**src/rtl/line_period_capture.sv**
```systemverilog
// rtl/line_period_capture.sv - latches first valid period per pixel of a line and streams them out in pixel order
module line_period_capture #(
   parameter int NUM_PIXELS     = 8,
   parameter int COUNTER_BITS   = 15,
   parameter int TIMEOUT_CYCLES = 4096,
   parameter int IDX_BITS       = $clog2(NUM_PIXELS)
) (
   input  logic                               CLK,
   input  logic                               RST,
   input  logic                               START,
   input  logic [NUM_PIXELS*COUNTER_BITS-1:0] PERIOD_IN,
   input  logic [NUM_PIXELS-1:0]              PULSE_IN,
   output logic [COUNTER_BITS-1:0]            DATA_OUT,
   output logic [IDX_BITS-1:0]                INDEX_OUT,
   output logic                               VALID_OUT,
   input  logic                               READY_IN,
   output logic                               LAST_OUT,
   output logic                               BUSY,
   output logic                               TIMEOUT_FLAG,
   output logic                               DONE
);

   localparam int                    CNT_BITS = $clog2(TIMEOUT_CYCLES);
   localparam logic [IDX_BITS-1:0]   LAST_IDX = IDX_BITS'(NUM_PIXELS - 1);
   localparam logic [CNT_BITS-1:0]   CNT_MAX  = CNT_BITS'(TIMEOUT_CYCLES - 1);

   typedef enum logic [1:0] {
      ST_IDLE,
      ST_COLLECT,
      ST_STREAM
   } state_t;

   state_t                  state;
   state_t                  state_next;
   logic [NUM_PIXELS-1:0]   mask;
   logic [NUM_PIXELS-1:0]   mask_next;
   logic [COUNTER_BITS-1:0] cap [NUM_PIXELS];
   logic [CNT_BITS-1:0]     tcnt;
   logic [IDX_BITS-1:0]     idx;
   logic                    timeout_q;
   logic                    done_q;
   logic                    arm;
   logic                    beat;
   logic                    last_beat;
   logic                    complete;
   logic                    expire;

   // Completion looks at the mask including this edge's captures, so it beats a coincident timeout.
   always_comb begin
      state_next = state;
      arm        = 1'b0;
      beat       = 1'b0;
      last_beat  = 1'b0;
      expire     = 1'b0;
      mask_next  = mask | PULSE_IN;
      complete   = &mask_next;
      case (state)
         ST_IDLE: begin
            if (START) begin
               arm        = 1'b1;
               state_next = ST_COLLECT;
            end
         end
         ST_COLLECT: begin
            if (complete) begin
               state_next = ST_STREAM;
            end else if (tcnt == CNT_MAX) begin
               expire     = 1'b1;
               state_next = ST_STREAM;
            end
         end
         ST_STREAM: begin
            if (READY_IN) begin
               beat = 1'b1;
               if (idx == LAST_IDX) begin
                  last_beat  = 1'b1;
                  state_next = ST_IDLE;
               end
            end
         end
         default: state_next = ST_IDLE;
      endcase
   end

   always_ff @(posedge CLK or posedge RST) begin
      if (RST) begin
         state <= ST_IDLE;
      end else begin
         state <= state_next;
      end
   end

   always_ff @(posedge CLK or posedge RST) begin
      if (RST) begin
         mask      <= '0;
         tcnt      <= '0;
         idx       <= '0;
         timeout_q <= 1'b0;
         done_q    <= 1'b0;
         for (int i = 0; i < NUM_PIXELS; i++) begin
            cap[i] <= '1;
         end
      end else begin
         done_q <= last_beat;
         // All-ones preset marks pixels that never report a measurement.
         if (arm) begin
            mask      <= '0;
            tcnt      <= '0;
            timeout_q <= 1'b0;
            for (int i = 0; i < NUM_PIXELS; i++) begin
               cap[i] <= '1;
            end
         end
         if (state == ST_COLLECT) begin
            mask <= mask_next;
            for (int i = 0; i < NUM_PIXELS; i++) begin
               if (PULSE_IN[i] && !mask[i]) begin
                  cap[i] <= PERIOD_IN[i*COUNTER_BITS +: COUNTER_BITS];
               end
            end
            if (tcnt != CNT_MAX) begin
               tcnt <= tcnt + CNT_BITS'(1);
            end
            if (expire) begin
               timeout_q <= 1'b1;
            end
         end
         if (beat) begin
            idx <= last_beat ? '0 : idx + IDX_BITS'(1);
         end
      end
   end

   assign VALID_OUT    = (state == ST_STREAM);
   assign BUSY         = (state != ST_IDLE);
   assign DATA_OUT     = VALID_OUT ? cap[idx] : '0;
   assign INDEX_OUT    = idx;
   assign LAST_OUT     = VALID_OUT && (idx == LAST_IDX);
   assign TIMEOUT_FLAG = timeout_q;
   assign DONE         = done_q;

endmodule

```
**config.mk**
```make
export PLATFORM = sky130hd
export DESIGN_NAME = line_period_capture
export DESIGN_NICKNAME = d
export VERILOG_FILES = /design/src/rtl/line_period_capture.sv
export SDC_FILE = /design/constraint.sdc
export NUM_CORES = 1
export LEC_CHECK = 0
export ABC_CLOCK_PERIOD_IN_PS = 4200
export BUFFER_PORTS_ARGS = -buffer_cell sky130_fd_sc_hd__buf_2
export CORE_MARGIN = 2
export CORE_UTILIZATION = 49
export DETAILED_ROUTE_END_ITERATION = 6
export PLACE_DENSITY = 0.8
export SYNTH_ARGS = -nofsm -noshare
export SYNTH_HDL_FRONTEND = slang
export SYNTH_SLANG_ARGS = --single-unit
```
**constraint.sdc**
```tcl
create_clock -name CLK -period 4.2 [get_ports CLK]
set_clock_uncertainty 0.15 [all_clocks]
set_input_delay 0.63 -clock CLK [delete_from_list [all_inputs] [get_ports CLK]]
set_output_delay 0.63 -clock CLK [all_outputs]
set_load 0.02 [all_outputs]
```
After elaboration in Yosys (flattened, before gate mapping)
Cells that the tools add are included.

operators by class
  order comparisons = 1
  bitwise gates (word level) = 2
  multiplexer cells = 39
  equal/unequal tests = 9
  reductions and logical operators = 22
  $add $sub $neg = 2

operators by type and width
  operator                                                          count
  120-bit 2-to-1 mux                                                2
  15-bit 2-to-1 mux                                                 11
  15-bit binary-select mux with 3-bit select                        1
  12-bit 2-to-1 mux                                                 3
  8-bit 2-to-1 mux                                                  2
  1-bit 2-to-1 mux                                                  13
  12-bit by 1-bit adder with 12-bit output (second input constant)  1
  12-bit == test (second input constant)                            1
  12-bit != test (second input constant)                            1
  2-bit 2-to-1 mux                                                  5
  1-bit logical AND                                                 9
  1-bit zero test                                                   8
  8-bit bitwise OR                                                  1
  8-bit AND reduction                                               1
  2-bit case mux with 3 select lines                                1
  4-bit >= comparator (second input constant)                       1
  2-bit by 1-bit != test with 1-bit output (second input constant)  2
  3-bit NOT with 4-bit output                                       1
  4-bit AND reduction                                               1
  2-bit nonzero test                                                2
  3-bit by 1-bit adder with 3-bit output (second input constant)    1
  3-bit == test (second input constant)                             1
  3-bit 2-to-1 mux                                                  1
  3-bit != test (second input constant)                             1
  4 further kinds                                                   4

storage, ports and cells
  bits in registers = 147
  logic and storage cells = 89

Depth between registers and ports, before layout
Gate-level depths: netlist of the first run.

  depth in word-level cells = 6
  gate-level depth with buffers = 6
  gate-level depth less buffers = 5

Worst setup path after synthesis of the first run
No wires, ideal clock.

  path type = register to output
  start point = register idx[0] (netlist: INDEX_OUT[0])
  end point = output port DATA_OUT[10]
  setup slack = 1,752 ps
  arrival time = 1,668 ps
  buffers on the path = 2
  required time = 3,420 ps
  cell stages (with the launch flop) = 6
  path through = dfrtp_1 -> buf_2 -> buf_2 -> mux4_2 -> mux2i_1 -> nor2_1

between the ends
  longest elaborated chain between the ends = 5

ends and longest elaborated chain
  what                                                   line  text
  from (decl)                                            39    logic [IDX_BITS-1:0] idx;
  from (signal assigned)                                 129   idx <= last_beat ? '0 : idx + IDX_BITS'(1);
  3-bit NOT with 4-bit output (not written as such)      136   assign DATA_OUT = VALID_OUT ? cap[idx] : '0;
  15-bit binary-select mux with 3-bit select             136
  15-bit 2-to-1 mux (not written as such) (2 in series)  136
  15-bit 2-to-1 mux                                      136
  to (decl)                                              13    output logic [COUNTER_BITS-1:0] DATA_OUT,

Every way passes these cells. The select of a mux whose other input is x is not followed.

Final worst setup path of the first run
  start point = register idx[0] (netlist: INDEX_OUT[0])
  end point = output port DATA_OUT[3]

The elaborated chain is that of the path after synthesis.

==> summary.md, run 1 <==
| Metric | Value |
|---|---|
| Syn Std Cell Area | `between 7000 and 8000 um^2` |
| Cts hold-fix bufs | `0` |
| I/O pin count | `155` |
| Wire length per cell | `between 15 and 20 um` |
| Net Count, Synth | `~860` |
| Largest net degree at the start of global routing | `roughly 150` |
| Max-slew violation count | `0` |
| Max IR drop VDD | `362.0 uV` |
| CTS root buffer | `clkbuf_16` |
| Post-route DRC | `0` |
| Status | `finished, final reports clean` |
| TritonRoute pass-1 iters | `5` |
| Nets | `~990` |
| Area grow syn2layout | `20.43%` |
| CP Class | `flop to output pin` |
| TritonCTS Buffers | `17` |
| Worst Setup EP | `DATA_OUT[3]` |
| CTS tree | `done` |
| YS warnings | `0` |
| Most frequent cell after synthesis | `nor2_1` |
| Reg2reg end | `tcnt[9]` |
| Die W | `124.8 um` |
| Syn Area/Cell | `between 9 and 10 um^2` |
| RSZ-0062 raised after global routing | `no` |
| CP Launch Type | `flop` |
| TNS Setup | `0 ps` |
| Non-Filler Instances | `1054` |
| Pwr Density | `about 730 nW/um^2` |
| Die Y | `between 100 and 150 um` |
| Pleak | `0.003520 uW` |
| Top-area cell type share of the netlist area | `44.09%` |
| Compound-Gate Fraction of Synth Area | `11.11%` |
| Core Footprint | `14370 um^2` |
| Vias per cell | `~5.6` |
| H-tree lvl count | `4` |
| CP endpoint kind | `output pin` |
| WP data arrival | `2490 ps` |
| Die Footprint | `around 16000 um^2` |
| Clk slew on worst S/H paths | `60 ps` |
| Post-synthesis simple-gate area fraction | `18.65%` |
| Worst R2R Path Depth | `4` |
| Diode count | `0` |
| Relative slew slack | `a little over a third` |
| Vias in the first global route | `roughly 5700` |
| Detail Placement HPWL | `14850 um` |
| Synth Area in Adders | `less than 1%` |
| Total Wirelength | `slightly above 20000 um` |
| # placed instances | `1023` |
| Starting Density | `49.77%` |
| Post-synthesis mux area share | `12.54%` |
| Grt ovf | `0` |
| XOR/XNOR share of the synthesized area | `0%` |
| Worst path required time | `between 3000 and 4000 ps` |
| Worst Path Max Fanout | `34` |
| CP startpoint | `INDEX_OUT[0]` |
| Final Cycle Share | `around 78%` |
| Seq/Total Area, Yosys | `between 50 and 60%` |
| Distinct cells, synth | `41` |
| Cell taking the most area after synthesis | `dfstp_2` |
| Ys async rst share | `between 90% and 100%` |
| Maximum clock insertion buffer count | `2` |
| Vias post-DR | `roughly 5900` |
| Gpl congestion | `0.9886` |
| Min Tclk post-route | `between 3000 and 4000 ps` |
| Post-CTS setup buffer count | `0` |
| # setup viols final | `0` |
| Synth Register Bits | `147` |
| Initial antenna violation count | `0` |
| Placement row count | `44` |
| Ys flop type | `dfstp_2` |
| Post-Synthesis Cells | `roughly 730` |
| Largest family of logic cells by synthesized area | `simple AND/OR/NAND/NOR gates` |
| Achievable frequency | `305.6 MHz` |
| Design Power | `6279 uW` |
| Antenna-violating nets left | `0` |
| Util after Layout | `between 50% and 60%` |
| Clk_lat worst skew | `420 ps` |
| Post-CTS sizing | `0` |
| Top post-synthesis cells by area | `dfstp_2 (44%), dfrtp_1 (9.4%), mux4_2 (9.4%)` |
| Starting DRC count in detailed routing | `around 760` |
| Final Hold Slack | `249.7 ps` |
| Max-Cap Viols | `0` |
| Port Buf Inserts | `between 150 and 200` |
| Slew @ Worst Pin | `959.9 ps` |
| TritonCTS Sinks | `147` |
| Post-synth top cells | `nor2_1 (144), nand2_1 (141), dfstp_2 (120)` |
| Post-synth EDFFs | `0` |
| GRT Util Overall | `approximately 27%` |
| Layout cells sized above 1 | `41.15%` |
| Final Hold Fails | `0` |
| Flop-to-flop setup slack | `2050 ps` |
| Hold WC Path Type | `input pin to flop` |
| FF-to-FF Start | `state[1]` |
| First-pass GRT wire length | `31620 um` |
==> worst max-delay path, stage by stage, from the launching register on <==
cell and delay (ps):
dfrtp_2 1000, mux4_2 600, mux2i_1 180, nor2_1 90, buf_2 200
==> report_power, final <==
part	internal, uW	leakage, uW	switching (uW)
clock	883	0.000271	593
combinational	847	0.00163	980
sequential	2360	0.00162	612
==> stage by stage <==
stage / worst slack [ps] / area (um^2)
after floorplan: 1671 / 7156
after global placement: 1357 / 8033
after detailed placement: 1340 / 8033
after CTS: 876.6 / 8613
after global routing: 691.9 / 8613
final: 927.8 / 8613
==> area by class of cell <==
cell class | instances | area (um^2)
multi-input combinational | 524 | 3079
inverter | 3 | 15.01
fill | 1174 | 5756
timing repair buffer | 165 | 878.3
sequential | 147 | 3830
clock inverter | 9 | 95.09
tap | 184 | 230.2
clock buffer | 22 | 485.5
==> worst min path at each step <==
stage | start | cells past startpoint | end | slack, ps
floorplan | tcnt[7] | 1 | tcnt[7] | 310
global placement | tcnt[0] | 1 | tcnt[0] | 340
detailed placement | tcnt[10] | 1 | tcnt[10] | 350
CTS | PERIOD_IN[44] | 3 | cap[89] | 240
global route | PERIOD_IN[74] | 3 | cap[59] | 250
finish | PERIOD_IN[44] | 3 | cap[89] | 250
==> state kept, by name, summed over array words and instances (netlist names) <==
register      flops
mask              8
TIMEOUT_FLAG      1
INDEX_OUT         3
DONE              1
tcnt             12
state             2
cap             120
==> kinds of logic (layout without fill, tap and decap cells) <==
kind of cell / Yosys count / after routing
AOI/OAI and AO/OA: 151 / 151
adders and majority gates: 3 / 3
buffers and inverters: 56 / 199
DFF: 147 / 147
muxes: 52 / 52
and+or+nand+nor: 318 / 318
==> routing by layer <==
layer  share of wire, %  wire length [um]  global-route usage [%]  vias up
met5                  0                 0                       0        -
met4                3.8               775                   11.76        0
met3                9.5              1935                   7.088       46
met2                 47              9582                   41.43      305
met1                 40              8040                   35.90     2856
li1                   -                 -                       -     2736
==> layout by cell type (no fill, tap or decap), types with 12 or more instances in the layout <==
master / count
dfrtp_1: 26
mux4_2: 30
o21ai_1: 12
nor2_1: 144
buf_2: 154
clkbuf_16: 18
mux2i_1: 21
dfstp_2: 120
nand2_1: 141
o21ai_0: 113
a21oi_1: 12
No activity file was read; power rests on OpenSTA's default activity.
==> inputs of run 2 (changes only) <==
- ABC_CLOCK_PERIOD_IN_PS: 4200 -> 3400
- CORE_UTILIZATION: 49 -> 51
- clock period: 4.2 -> 3.4 ns (I/O delays scaled with it)
==> run 2 against run 1 <==
Compared with the run above:
- clock power grew 30%
- power grew 25%
- critical path depth grew 1
- critical path type unchanged
- largest cell class unchanged
- routed wire length shrank 1.1%
- first-iteration DRC count shrank 12%
- sequential power grew 21%
- count of clock-buffer cells in the layout is the same
- critical endpoint is now DATA_OUT[8]
- hold slack lost 120 ps
- flip-flop and latch count is the same
- worst setup slack lost 630 ps
==> summary.md, run 2 (same netlist as run 1, synthesis figures left out) <==
| Metric | Value |
|---|---|
| Status | `finished, final reports clean` |
| Maximum clock insertion buffer count | `2` |
| Switching Share | `between 30 and 40%` |
| Clk slew on worst S/H paths | `roughly 60 ps` |
| CP endpoint kind | `output pin` |
| Grt ovf | `0` |
| Achievable frequency | `322.0 MHz` |
| I/O pin count | `approximately 160` |
| Max-slew violation count | `0` |
| Clk_lat worst skew | `between 400 and 500 ps` |
| Hold WC Path Type | `input pin to flop` |
| First-pass GRT wire length | `between 30000 and 40000 um` |
| # placed instances | `between 1000 and 1500` |
| Global Route met2 Usage | `43.82%` |
| Vias per cell | `about 5.7` |
| WP data arrival | `2450 ps` |
| Worst R2R Path Depth | `5` |
| Die Y | `122.4 um` |
| Hold_sp | `PERIOD_IN[44]` |
| TritonRoute pass-1 iters | `5` |
| Starting DRC count in detailed routing | `roughly 670` |
| Area grow syn2layout | `21.34%` |
| CTS tree | `done` |
| RSZ-0062 raised after global routing | `no` |
| Reg2reg end | `cap[106]` |
| Non-Filler Instances | `between 1000 and 1500` |
| Die Footprint | `approximately 15000 um^2` |
| Worst path required time | `between 2000 and 3000 ps` |
| TNS Setup | `0 ps` |
| Pwr Density | `slightly above 900 nW/um^2` |
| Sequential Power Share | `a little under half` |
| CP Launch Type | `flop` |
| Leading cell type in the layout, fill and taps excluded | `buf_2` |
| Clock share of power | `about a quarter` |
| Final Cycle Share | `91.34%` |
| CTS root buffer | `clkbuf_16` |
| Nets | `998` |
| Wire length per cell | `about 19 um` |
| Max IR drop VDD | `approximately 460 uV` |
| Largest reg by FF count | `cap` |
| Logic pwr share | `29.8%` |
| Vias post-DR | `approximately 6000` |
| Int Pwr | `approximately 5000 uW` |
| Core Footprint | `13770 um^2` |
| Total Wirelength | `slightly above 20000 um` |
| Port Buf Inserts | `154` |
| Top Registers | `cap (120), tcnt (12), mask (8)` |
| Vias in the first global route | `about 5800` |
| Final Hold Fails | `0` |
| Flop-to-flop setup slack | `1090 ps` |
| Layout cells sized above 1 | `slightly above 40%` |
| GRT Max-Usage Layer | `met2` |
| Initial antenna violation count | `1` |
| Met3 global-route usage | `6.784%` |
| Detail Placement HPWL | `between 10000 and 15000 um` |
| CP Class | `flop to output pin` |
| Most frequent cells in the layout | `buf_2 (154), nor2_1 (144), nand2_1 (141)` |
| TritonCTS Buffers | `17` |
| # setup viols final | `0` |
| FF-to-FF Start | `state[1]` |
| Post-route DRC | `0` |
| Starting Density | `roughly half` |
| Pleak | `roughly 0.0036 uW` |
| Min Tclk post-route | `between 3000 and 4000 ps` |
| Relative slew slack | `between 40% and 50%` |
| CP max stage delay | `910 ps` |
| CP max stage cell | `dfrtp_1` |
| TritonCTS Sinks | `roughly 150` |
| Hold Path Depth | `3` |
| Die W | `around 120 um` |
| Met1 global-route usage | `37.01%` |
| Post-CTS setup buffer count | `0` |
| Sw Pwr | `roughly 2700 uW` |
| Placement row count | `43` |
| Gpl congestion | `1.029` |
| GRT Util Overall | `between 20% and 30%` |
| Hold Path Sink | `cap[89]` |
| H-tree lvl count | `4` |
| Slew @ Worst Pin | `slightly below 900 ps` |
| Antenna-violating nets left | `0` |
| Worst Path Max Fanout | `22` |
| Max-Cap Viols | `0` |
| Critical path's top delay family | `flip-flops` |
| Max reg flops | `between 100 and 150` |
| Bufs and invs on worst path | `2` |
| Crit-path cells | `buf_4 > mux4_2 > mux2i_1 > nor2_1 > buf_2` |
| Largest net degree at the start of global routing | `130` |
==> run 2: timing repair <==
item | 4_1_cts | 5_1_grt
endpoints found under the hold margin | 9 | 0
gates resized for setup | 0 | 0
endpoints found under the setup margin | 0 | 0
hold buffers | 1 | 0
==> run 2: worst max-delay path by stage <==
stage,startpoint,endpoint,slack [ps],cells after the start
finish,INDEX_OUT[1],DATA_OUT[8],290,5
global route,INDEX_OUT[1],DATA_OUT[8],180,5
CTS,INDEX_OUT[0],DATA_OUT[6],330,5
detailed placement,INDEX_OUT[1],DATA_OUT[8],770,5
global placement,INDEX_OUT[1],DATA_OUT[9],830,5
floorplan,RST,DONE,990,1
==> run 2: worst min-delay path, delay by kind of cell <==
kind            cells  cell delay (ps)
buf+inv             1               90
simple gates        1               50
compound gates      1               50
==> run 2: routing by layer <==
layer	wire [um]	vias to the layer above
li1	-	2748
met1	7957	2939
met2	9697	286
met3	1630	53
met4	825	0
met5	0	-
==> run 2: area by class of cell <==
class / instances / area, um^2
fill: 1125 / 5095
sequential: 147 / 3830
multi-input combinational: 524 / 3079
timing repair buffer: 170 / 918.4
clock buffer: 22 / 485.5
tap: 180 / 225.2
clock inverter: 10 / 122.6
inverter: 3 / 15.01
antenna: 1 / 2.502
==> run 2: metrics by stage <==
step           cell area [um^2]  util (%)  hold WS [ps]  setup slack, ps  power, uW
2_1_floorplan              7156         -         312.0            991.0       5088
3_3_place_gp               8058     58.50         334.6            831.1       5795
3_5_place_dp               8058     58.50         357.3            769.0       5914
4_1_cts                    8676     62.99         119.9            325.5       7842
5_1_grt                    8678     63.01         130.9            178.0       8280
6_report                   8678     63.01         131.1            294.5       7855
==> run 2: power groups by stage <==
stage               combinational, uW  clock [uW]  sequential, uW
global route                     2610        2000            3660
global placement                 2220           0            3570
floorplan                        1900           0            3180
detailed placement               2340           0            3580
CTS                              2350        1920            3570
finish                           2340        1920            3600
==> inputs of run 3 (changes only) <==
- ABC_CLOCK_PERIOD_IN_PS: 3400 -> 3000
- clock period: 3.4 -> 3 ns (I/O delays scaled with it)
==> run 3 against run 2 <==
Compared with the run above:
- sequential power increased by 14%
- count of clock-buffer cells in the layout down 2
- global-route usage increased by 0.81 points
- cell count about the same
- largest cell class unchanged
- highest routed layer unchanged
==> summary.md, run 3 (same netlist as run 1, synthesis figures left out) <==
| Metric | Value |
|---|---|
| Total Wirelength | `around 20000 um` |
| Hold WC Path Type | `input pin to flop` |
| Vias per cell | `between 5 and 6` |
| Vias in the first global route | `slightly below 6000` |
| Min Tclk post-route | `roughly 2900 ps` |
| H-tree lvl count | `4` |
| Largest net degree at the start of global routing | `71` |
| Area after DPL | `between 8000 and 9000 um^2` |
| Fillers | `around 1100` |
| Layout cells sized above 1 | `about two fifths` |
| Die W | `122.4 um` |
| CTS tree | `done` |
| Die Footprint | `14990 um^2` |
| Sequential Power Share | `45.7%` |
| RSZ-0062 raised after global routing | `no` |
| TNS Setup | `0 ps` |
| Slew @ Worst Pin | `701.1 ps` |
| Most frequent cells in the layout | `buf_2 (154), nor2_1 (144), nand2_1 (141)` |
| GRT Util Overall | `between 20 and 30%` |
| Detail Placement HPWL | `15020 um` |
| Logic pwr share | `around 30%` |
| Achievable frequency | `350.1 MHz` |
| Int Pwr | `between 5000 and 6000 uW` |
| # setup viols final | `0` |
| First-pass GRT wire length | `roughly 32000 um` |
| Final instance area | `just under 9000 um^2` |
| Starting Density | `about half` |
| Top Registers | `cap (120), tcnt (12), mask (8)` |
| Crit-path cells | `buf_12 > mux4_2 > mux2i_1 > nor2_1 > buf_2` |
| Bufs and invs on worst path | `2` |
| Switching Share | `34.79%` |
| Nets | `around 1000` |
| Placement row count | `43` |
| Relative slew slack | `between 50% and 60%` |
| Core Footprint | `roughly 14000 um^2` |
| Clk_lat worst skew | `about 440 ps` |
| CTS root buffer | `clkbuf_16` |
| Maximum clock insertion buffer count | `2` |
| Grt ovf | `0` |
| Cts hold-fix bufs | `0` |
| Worst path required time | `between 2000 and 2500 ps` |
| Pleak | `0.003576 uW` |
| CP endpoint kind | `output pin` |
| CP max stage cell | `dfrtp_2` |
| Leading cell type in the layout, fill and taps excluded | `buf_2` |
| Worst Path Max Fanout | `26` |
| Util after Layout | `63.18%` |
| Max reg flops | `between 100 and 150` |
| Status | `finished, final reports clean` |
| Diode count | `0` |
| Starting DRC count in detailed routing | `between 600 and 700` |
| Clk slew on worst S/H paths | `~60 ps` |
| TritonRoute pass-1 iters | `5` |
| Critical path's top delay family | `multiplexers` |
| Sw Pwr | `3116 uW` |
| TritonCTS Buffers | `17` |
| I/O pin count | `155` |
| Gpl congestion | `slightly below 1` |
| Wire length per cell | `just under 20 um` |
| Final Hold Fails | `0` |
| Initial antenna violation count | `0` |
| Max-Cap Viols | `0` |
| Port Buf Inserts | `154` |
| TritonCTS Sinks | `147` |
| Pwr Density | `around 1000 nW/um^2` |
| Largest reg by FF count | `cap` |
| Clock share of power | `between 20% and 30%` |
| CP max stage delay | `~550 ps` |
| WP data arrival | `around 2300 ps` |
| CP Class | `flop to output pin` |
| CP Launch Type | `flop` |
| Area grow syn2layout | `21.68%` |
| Max-slew violation count | `0` |
| Max IR drop VDD | `about 540 uV` |
| Final Cycle Share | `a little over nine tenths` |
| Vias post-DR | `about 6000` |
| Post-route DRC | `0` |
| Antenna-violating nets left | `0` |
| Die Y | `122.4 um` |
-- run 3: final cells by class --
class / instances / area [um^2] / share of cell area (%)
clock buffer: 20 / 478.0 / 5.492
sequential: 147 / 3831 / 44.03
inverter: 3 / 15.01 / 0.1725
timing repair buffer: 171 / 948.4 / 10.90
tap: 180 / 225.2 / 2.588
clock inverter: 11 / 125.1 / 1.438
multi-input combinational: 524 / 3079 / 35.38
-- run 3: through the flow --
step	cells	hold WS (ps)	total power, uW	setup WS (ps)
2_1_floorplan	727	312.0	5766	651.0
3_5_place_dp	1025	354.0	6739	522.9
5_1_grt	1056	68.28	9415	19.99
6_report	1056	56.44	8957	143.3
3_3_place_gp	1025	339.7	6619	591.8
4_1_cts	1056	57.54	8935	45.90
-- run 3: power by group through the flow --
stage,Combinational [uW],Clock [uW],Sequential [uW]
floorplan,2160,0,3610
global placement,2550,0,4060
detailed placement,2670,0,4070
CTS,2700,2180,4060
global route,3010,2260,4150
finish,2680,2180,4090
-- run 3: what timing repair did --
item | in CTS | in global routing
gates resized for setup | 0 | 1
endpoints found under the setup margin | 0 | 10
setup buffers | 0 | 0
-- run 3: final timing paths --
check	to	cells past startpoint	slack, ps	start
worst min register to register	TIMEOUT_FLAG	1	360	TIMEOUT_FLAG
worst min-delay path	cap[89]	3	60	PERIOD_IN[44]
min in group asynchronous	cap[35]	2	270	RST
max in group asynchronous	cap[88]	3	2030	RST
worst max register to register	cap[40]	5	1020	state[1]
worst max-delay path	DATA_OUT[4]	5	140	INDEX_OUT[0]
-- run 3: routing by layer --
| metal | part of all wire, % | GRT usage (%) | routed length, um | up-vias |
|---|---|---|---|---|
| met5 | 0 | 0 | 0 | - |
| met4 | 5.0 | 15.23 | 1014 | 0 |
| met3 | 8.1 | 6.691 | 1663 | 59 |
| met2 | 47 | 44.13 | 9694 | 276 |
| met1 | 40 | 38.40 | 8099 | 2930 |
| li1 | - | - | - | 2741 |
-- run 3: tightest hold or removal path: cells and delay by family --
family,cells,cell delay [ps]
AOI/OAI and AO/OA,1,50
buffers and inverters,1,100
and+or+nand+nor,1,40
